**src/rtl/router_out_reader.sv**
```systemverilog
// router_out_reader: read side of one router output port. Pulls bytes from the
// port FIFO, frames them into header/payload/parity, buffers them in a 2-entry
// skid buffer for a valid/ready receiver, flags parity errors and flushes a
// packet that has been stalled for TIMEOUT cycles.
module router_out_reader #(
  parameter int TIMEOUT = 30,
  parameter int TO_W    = 5
) (
  input  logic       clock,
  input  logic       resetn,
  input  logic       fifo_empty,
  input  logic [7:0] fifo_data,
  output logic       fifo_rd_en,
  output logic [7:0] out_data,
  output logic       out_valid,
  input  logic       out_ready,
  output logic       out_sop,
  output logic       out_eop,
  output logic       parity_err,
  output logic       soft_reset,
  output logic       busy
);

  typedef enum logic [1:0] {HDR, PAY, PAR} frame_e;
  typedef struct packed {
    logic [7:0] data;
    logic       sop;
    logic       eop;
  } ent_t;

  frame_e          frame_q, frame_d;
  logic            drop_q, drop_d;
  logic [7:0]      acc_q, acc_d;
  logic [5:0]      cnt_q, cnt_d;
  ent_t [1:0]      ent_q, ent_d;
  logic [1:0]      occ_q, occ_d;
  logic            pend_q;
  logic [TO_W-1:0] tcnt_q, tcnt_d;
  logic            perr_q, perr_d;
  logic            srst_q;

  logic       drain, stall, flush, eop_in_buf, enter_drop, drop_now, keep;
  logic       sop_in, eop_in;
  logic [2:0] level;
  logic [1:0] occ_b;

  assign out_valid  = (occ_q != 2'd0);
  assign out_data   = ent_q[0].data;
  assign out_sop    = ent_q[0].sop;
  assign out_eop    = ent_q[0].eop;
  assign parity_err = perr_q;
  assign soft_reset = srst_q;
  assign busy       = (frame_q != HDR) || (occ_q != 2'd0);

  assign drain = out_valid && out_ready;
  assign stall = out_valid && !out_ready;
  // Flush on the TIMEOUT-th consecutive stalled cycle.
  assign flush = stall && (tcnt_q == TO_W'(TIMEOUT - 1));

  assign eop_in_buf = ((occ_q != 2'd0) && ent_q[0].eop) || ((occ_q == 2'd2) && ent_q[1].eop);
  // A flush that cuts a packet leaves its tail in the FIFO; that tail must be eaten.
  assign enter_drop = flush && ((frame_q != HDR) || !eop_in_buf);
  assign drop_now   = drop_q || enter_drop;
  assign keep       = pend_q && !drop_now;

  // Bytes already committed (buffered + in flight) minus the one leaving now.
  assign level      = {1'b0, occ_q} + {2'b00, pend_q} - {2'b00, drain};
  // Reads are held off during reset so no byte can return into a cleared pipeline.
  assign fifo_rd_en = resetn && !fifo_empty && (drop_q || (level < 3'd2));

  // Framing: track header/payload/parity and the running XOR of each arriving byte.
  always_comb begin
    frame_d = frame_q;
    acc_d   = acc_q;
    cnt_d   = cnt_q;
    drop_d  = drop_now;
    perr_d  = 1'b0;
    sop_in  = 1'b0;
    eop_in  = 1'b0;
    if (pend_q) begin
      case (frame_q)
        HDR: begin
          sop_in  = 1'b1;
          acc_d   = fifo_data;
          cnt_d   = fifo_data[7:2];
          frame_d = (fifo_data[7:2] != 6'd0) ? PAY : PAR;
        end
        PAY: begin
          acc_d = acc_q ^ fifo_data;
          cnt_d = cnt_q - 6'd1;
          if (cnt_q == 6'd1) frame_d = PAR;
        end
        PAR: begin
          eop_in  = 1'b1;
          perr_d  = !drop_now && (fifo_data != acc_q);
          frame_d = HDR;
          drop_d  = 1'b0;
        end
        default: frame_d = HDR;
      endcase
    end
  end

  // Skid buffer: flush beats drain, then an arriving byte lands behind what remains.
  always_comb begin
    ent_d = ent_q;
    occ_b = flush ? 2'd0 : (occ_q - {1'b0, drain});
    if (!flush && drain) ent_d[0] = ent_q[1];
    occ_d = occ_b;
    if (keep) begin
      ent_d[occ_b[0]] = '{data: fifo_data, sop: sop_in, eop: eop_in};
      occ_d           = occ_b + 2'd1;
    end
  end

  // Stall timer: counts consecutive stalled cycles, restarts on anything else.
  always_comb begin
    tcnt_d = '0;
    if (stall && !flush) tcnt_d = tcnt_q + 1'b1;
  end

  // State registers with synchronous active-low reset.
  always_ff @(posedge clock) begin
    if (!resetn) begin
      frame_q <= HDR;
      drop_q  <= 1'b0;
      acc_q   <= '0;
      cnt_q   <= '0;
      ent_q   <= '0;
      occ_q   <= '0;
      pend_q  <= 1'b0;
      tcnt_q  <= '0;
      perr_q  <= 1'b0;
      srst_q  <= 1'b0;
    end else begin
      frame_q <= frame_d;
      drop_q  <= drop_d;
      acc_q   <= acc_d;
      cnt_q   <= cnt_d;
      ent_q   <= ent_d;
      occ_q   <= occ_d;
      pend_q  <= fifo_rd_en;
      tcnt_q  <= tcnt_d;
      perr_q  <= perr_d;
      srst_q  <= flush;
    end
  end

endmodule

```
**config.mk**
```make
export PLATFORM = sky130hd
export DESIGN_NAME = router_out_reader
export DESIGN_NICKNAME = d
export VERILOG_FILES = /design/src/rtl/router_out_reader.sv
export SDC_FILE = /design/constraint.sdc
export NUM_CORES = 1
export LEC_CHECK = 0
export BUFFER_PORTS_ARGS = -buffer_cell sky130_fd_sc_hd__buf_4
export CORE_MARGIN = 4
export CORE_UTILIZATION = 58
export CTS_CLUSTER_DIAMETER = 200
export CTS_CLUSTER_SIZE = 16
export DETAILED_ROUTE_END_ITERATION = 8
export PLACE_DENSITY = 0.79
export SYNTH_ARGS = -nofsm -noshare
export SYNTH_HDL_FRONTEND = slang
export SYNTH_SLANG_ARGS = --single-unit
```
**constraint.sdc**
```tcl
create_clock -name clock -period 2.5 [get_ports clock]
set_input_delay 0.25 -clock clock [delete_from_list [all_inputs] [get_ports clock]]
set_output_delay 0.25 -clock clock [all_outputs]
set_load 0.1 [all_outputs]
```
Word-level counts from Yosys, hierarchy flattened
Index checks and enable logic that the tools add are counted.

Logic and storage cells: 82. Output and inout port bits: 15. Input bits: 12. Register bits after elaboration: 47.

Equality and inequality tests: 7. Magnitude comparators: 3. Reductions and logical operators: 32. Multiplexer cells: 18. Add/sub/neg operators: 6. Bitwise gates (word level): 1.

Operators with widths (number): $mux W10 (3); $bwmux W20 (1); $pmux W8 S2 (1); $logic_and A1 B1 Y1 (13); $pmux W6 S2 (1); $demux W10 S1 (1); $mux W2 (4); $ne A8 B8 Y1 (1); $xor A8 B8 Y8 (1); $eq A6 B1 Y1 const B (1); $mux W1 (6); $reduce_and A2 Y1 (3); $reduce_bool A2 Y1 (3); $reduce_bool A6 Y1 (1); $sub A6 B1 Y6 const B (1); $add A5 B1 Y5 const B (1); $eq A5 B5 Y1 const B (1); $logic_not A1 Y1 (5); $logic_or A1 B1 Y1 (5); $eq A2 B2 Y1 const B (2); $pmux W2 S2 (1); $add A2 B1 Y3 (1); $lt A3 B2 Y1 const B (1); $reduce_and A3 Y1 (1); other kinds (8) (8).

Longest topological paths before layout
Depth in word-level cells: 10. Mapped depth: 9. Mapped depth without buffers: 8.

Worst setup path after synthesis
Ideal clock, no wire load.

Path kind: reg2out. Start point: register occ_q[1]. End point: output port fifo_rd_en. Setup slack: -1.427 ns. Path buffers: 1. Stages on the path, launching flop included: 8. Data arrival time: 3.677 ns. Data required time: 2.250 ns. Cell sequence: dfxtp_1 o21ai_1 buf_4 nor2_1 fa_1 xnor2_1 a21oi_1 nor3_1.

Word-level cells in the longest chain between the ends: 6. Elaborated cells between the ends (all ways): 7. Classes of those cells: add/sub (2); order compare (1); reduce/logical (4).

Ends and longest elaborated chain: from (decl) (line 36) `logic [1:0] occ_q, occ_d;`; from (signal assigned) (line 130) `occ_q <= '0;`; from (signal assigned) (line 141) `occ_q <= occ_d;`; branches (longest 2 deep; another with $add A2 B1 Y3); $sub A3 B1 Y3 (*) (line 67) `assign level = {1'b0, occ_q} + {2'b00, pend_q} - {2'b00, drain};`; $lt A3 B2 Y1 (*) (line 69) `assign fifo_rd_en = resetn && !fifo_empty && (drop_q || (level < 3'd2));`; $logic_or A1 B1 Y1 (*) (line 69); $logic_and A1 B1 Y1 (*) (line 69); to (decl) (line 13) `output logic fifo_rd_en,`.

Mark *: on every way between the ends.

Worst setup path after layout
Start point: register occ_q[0]. End point: output port fifo_rd_en.

The elaborated chain is that of the path after synthesis.

==> results.cfg <==
[detailed_routing]
final_antenna_net_count = 0
dr.pass1.iters = 4
wl_met2_um = 2310
wl_met3_um = 200
vias = 2017
drt-vias-per-instance = 5.67
wl_per_cell_um = 14.0
drcViolationCount = 0
drt_iter0_markers = 120
wl_met1_um = 2380
wirelength_um = 4980
highest_layer = met4

[floorplan]
die_y_um = 73.9
ios = 27
die_area_mm2 = 0.00546
core_mm2 = 0.00409
start_util_pct = 61.6
rows = 23
die-width_um = 73.9

[timing]
relSlewSlack_pct = 37.8
fin_tns_setup_ns = 0
hold_violations = 0
finClkSkew_ns = 0.00662
hold-worst-slack_ns = 0.134
rsz0062_at_grt = false
setup_viol = 0
finalMaxSlewViolations = 0
min_period_over_period_pct = 93.5
fmax_mhz = 428
worst_pin_slew_ns = 0.933
post-route-min-period_ns = 2.34

[clock_tree]
cts.path.max_buffers = 2
cts-hold-fix-buffers = 0
cts_resized = 0
clk_pin_slew_worst_paths_ns = 0.08
cts_max_level = 2
cts_sinks = 47
worstSkewPairLatency_ns = 0.30
cts_setup_buffers = 0
root_buffer = clkbuf_8
numCtsBuffers = 5
cts_tree = built

[grt]
grt_antenna_before_repair = 0
grt_pass1_wl_um = 8350
grt_pass1_vias = 1839
grt_max_degree = 33
grt_use_total_pct = 19.7
gr-total-overflow = 0

[yosys]
synth.avg_cell_area_um2 = 8.69
yosysSeqAreaShare_pct = 37.4
synth_cells = 290
yosys_warnings = 0
synth_cell_types = 49
synth_edf_count = 0
netlist_area_mm2 = 0.00252
synth_nets = 308
ys_seq_elements = 47
synthFlopType = dfxtp_1
async_reset_ff_share_pct = 0

[final_layout]
final_cells = 356
fin_area_mm2 = 0.00281
fillers = 336
fin_nets = 323
final_layout_size_suffix_gt1_share_pct = 17.3
register_area_um2 = 942
antenna_cells = 0
area_delta_synth_final_pct = 11.7
multi_input_area_mm2 = 0.00143

[pwr]
power_density_mw_per_mm2 = 654
p_total_w = 0.00184
cellLeakagePower_nw = 1.13
ir_worst_vdd_mv = 0.337

[status]
status = completed

[critical_path]
critPathMaxFanout = 8
worstSetupEndpointType = output port
cp-start-kind = flip-flop
crit_start = occ_q[0]$_SDFF_PN0_
r2r_slack_ns = 0.45
reg2reg_to = ent_q[10]$_SDFFE_PN0P_
critPathKind = flip-flop to output port
crit_arrival_ns = 2.09
r2r_cells = 9
required_ns = 2.25
r2r-start = tcnt_q[1]$_SDFF_PN0_

[worst_hold_path]
worstHoldPathType = input pin to flip-flop
worstHoldStart = fifo_empty
hold_end = pend_q$_SDFF_PN0_
holdPathStages = 2

[placed_design]
place_inst = 348
dpl_cell_area_mm2 = 0.00270
portBuffers = 26
gp_congestion = 0.836
dp_hpwl_um = 3350

[job]
max-cap-violations = 0
==> cells by family after synthesis <==
group,Yosys count,share of synthesized area (%)
AO/OA/AOI/OAI,58,14.6
XOR/XNOR,13,4.52
adder cells (fa/ha/maj),6,3.28
buffers and inverters,30,6.81
flip-flops,47,37.4
multiplexers,29,11.6
AND/OR/NAND/NOR,107,21.9
==> per-stage QoR <==
stage | worst slack, ns | utilization, %
floorplan | -0.0146 | -
global placement | 0.504 | 66.1
detailed placement | 0.474 | 66.1
CTS | 0.143 | 68.8
global route | 0.00353 | 68.8
finish | 0.162 | 68.8
==> how the worst max path moves through the flow <==
stage,endpoint,slack (ns),cells past startpoint
CTS,fifo_rd_en,0.14,7
detailed placement,fifo_rd_en,0.47,8
finish,fifo_rd_en,0.16,7
global placement,fifo_rd_en,0.50,8
global route,fifo_rd_en,0.004,7
floorplan,fifo_rd_en,-0.01,7
==> Yosys cell counts (all sizes together) (3+ instances only) <==
cell type	instances	share of area (%)
ha	5	2.5
nand2b	11	2.7
nand3	4	0.79
nor2	29	4.3
xor2	3	1.0
nand2	25	3.7
nor2b	11	2.7
xnor2	10	3.5
dfxtp	47	37
nor3	4	0.79
o21ai	15	3.0
inv	5	0.75
clkbuf	8	1.2
buf	17	4.8
o211ai	8	2.4
mux2i	28	11
a21oi	19	3.9
nand4	3	0.75
or2b	6	1.8
==> power breakdown <==
| part | switching (W) | internal [W] | leakage [nW] |
|---|---|---|---|
| clock | 0.000261 | 0.000298 | 0.0581 |
| sequential | 0.0000333 | 0.000789 | 0.383 |
| combinational | 0.000305 | 0.000153 | 0.689 |
==> routing by layer <==
metal | GRT usage (%) | up-vias
met3 | 4.24 | 8
li1 | - | 1021
met2 | 32.0 | 35
met4 | 7.04 | 0
met1 | 25.8 | 953
met5 | 0 | -
==> cell type report <==
class                           count  share of cell area [%]
Clock buffer                        5                    2.45
Clock inverter                      3                    1.56
Inverter                            5                   0.667
Multi-Input combinational cell    213                    50.8
Sequential cell                    47                    33.5
Tap cell                           50                    2.22
Timing Repair Buffer               33                    8.81
==> cells in the final DEF (no fill, tap or decap), drive strengths merged, types with 2 or more instances in the layout <==
cell	n
dfxtp	47
buf	33
nor2	29
mux2i	28
nand2	25
a21oi	19
o21ai	15
nor2b	11
nand2b	11
xnor2	10
o211ai	8
or2b	6
inv	5
ha	5
clkbuf	5
nand3	4
nor3	4
xor2	3
nand4	3
a31oi	2
and2	2
a22oi	2
nor3b	2
a211oi	2
a31o	2
nand3b	2
or4	2
and2b	2
clkinv	2
==> sequential cells by signal, indices dropped and copies added (netlist names) <==
name        count
cnt_q           6
occ_q           2
frame_q         2
pend_q          1
parity_err      1
drop_q          1
out_sop         1
acc_q           8
out_eop         1
out_data        8
tcnt_q          5
ent_q          10
soft_reset      1
==> worst max-delay path, stage by stage, from the launching register on <==
cell and delay, ns:
dfxtp_1 0.40, o21ai_4 0.18, nor2_1 0.07, fa_1 0.41, xnor2_1 0.14, a21oi_1 0.13, nor3_4 0.16, buf_4 0.30
No activity file was read; power rests on OpenSTA's default activity.
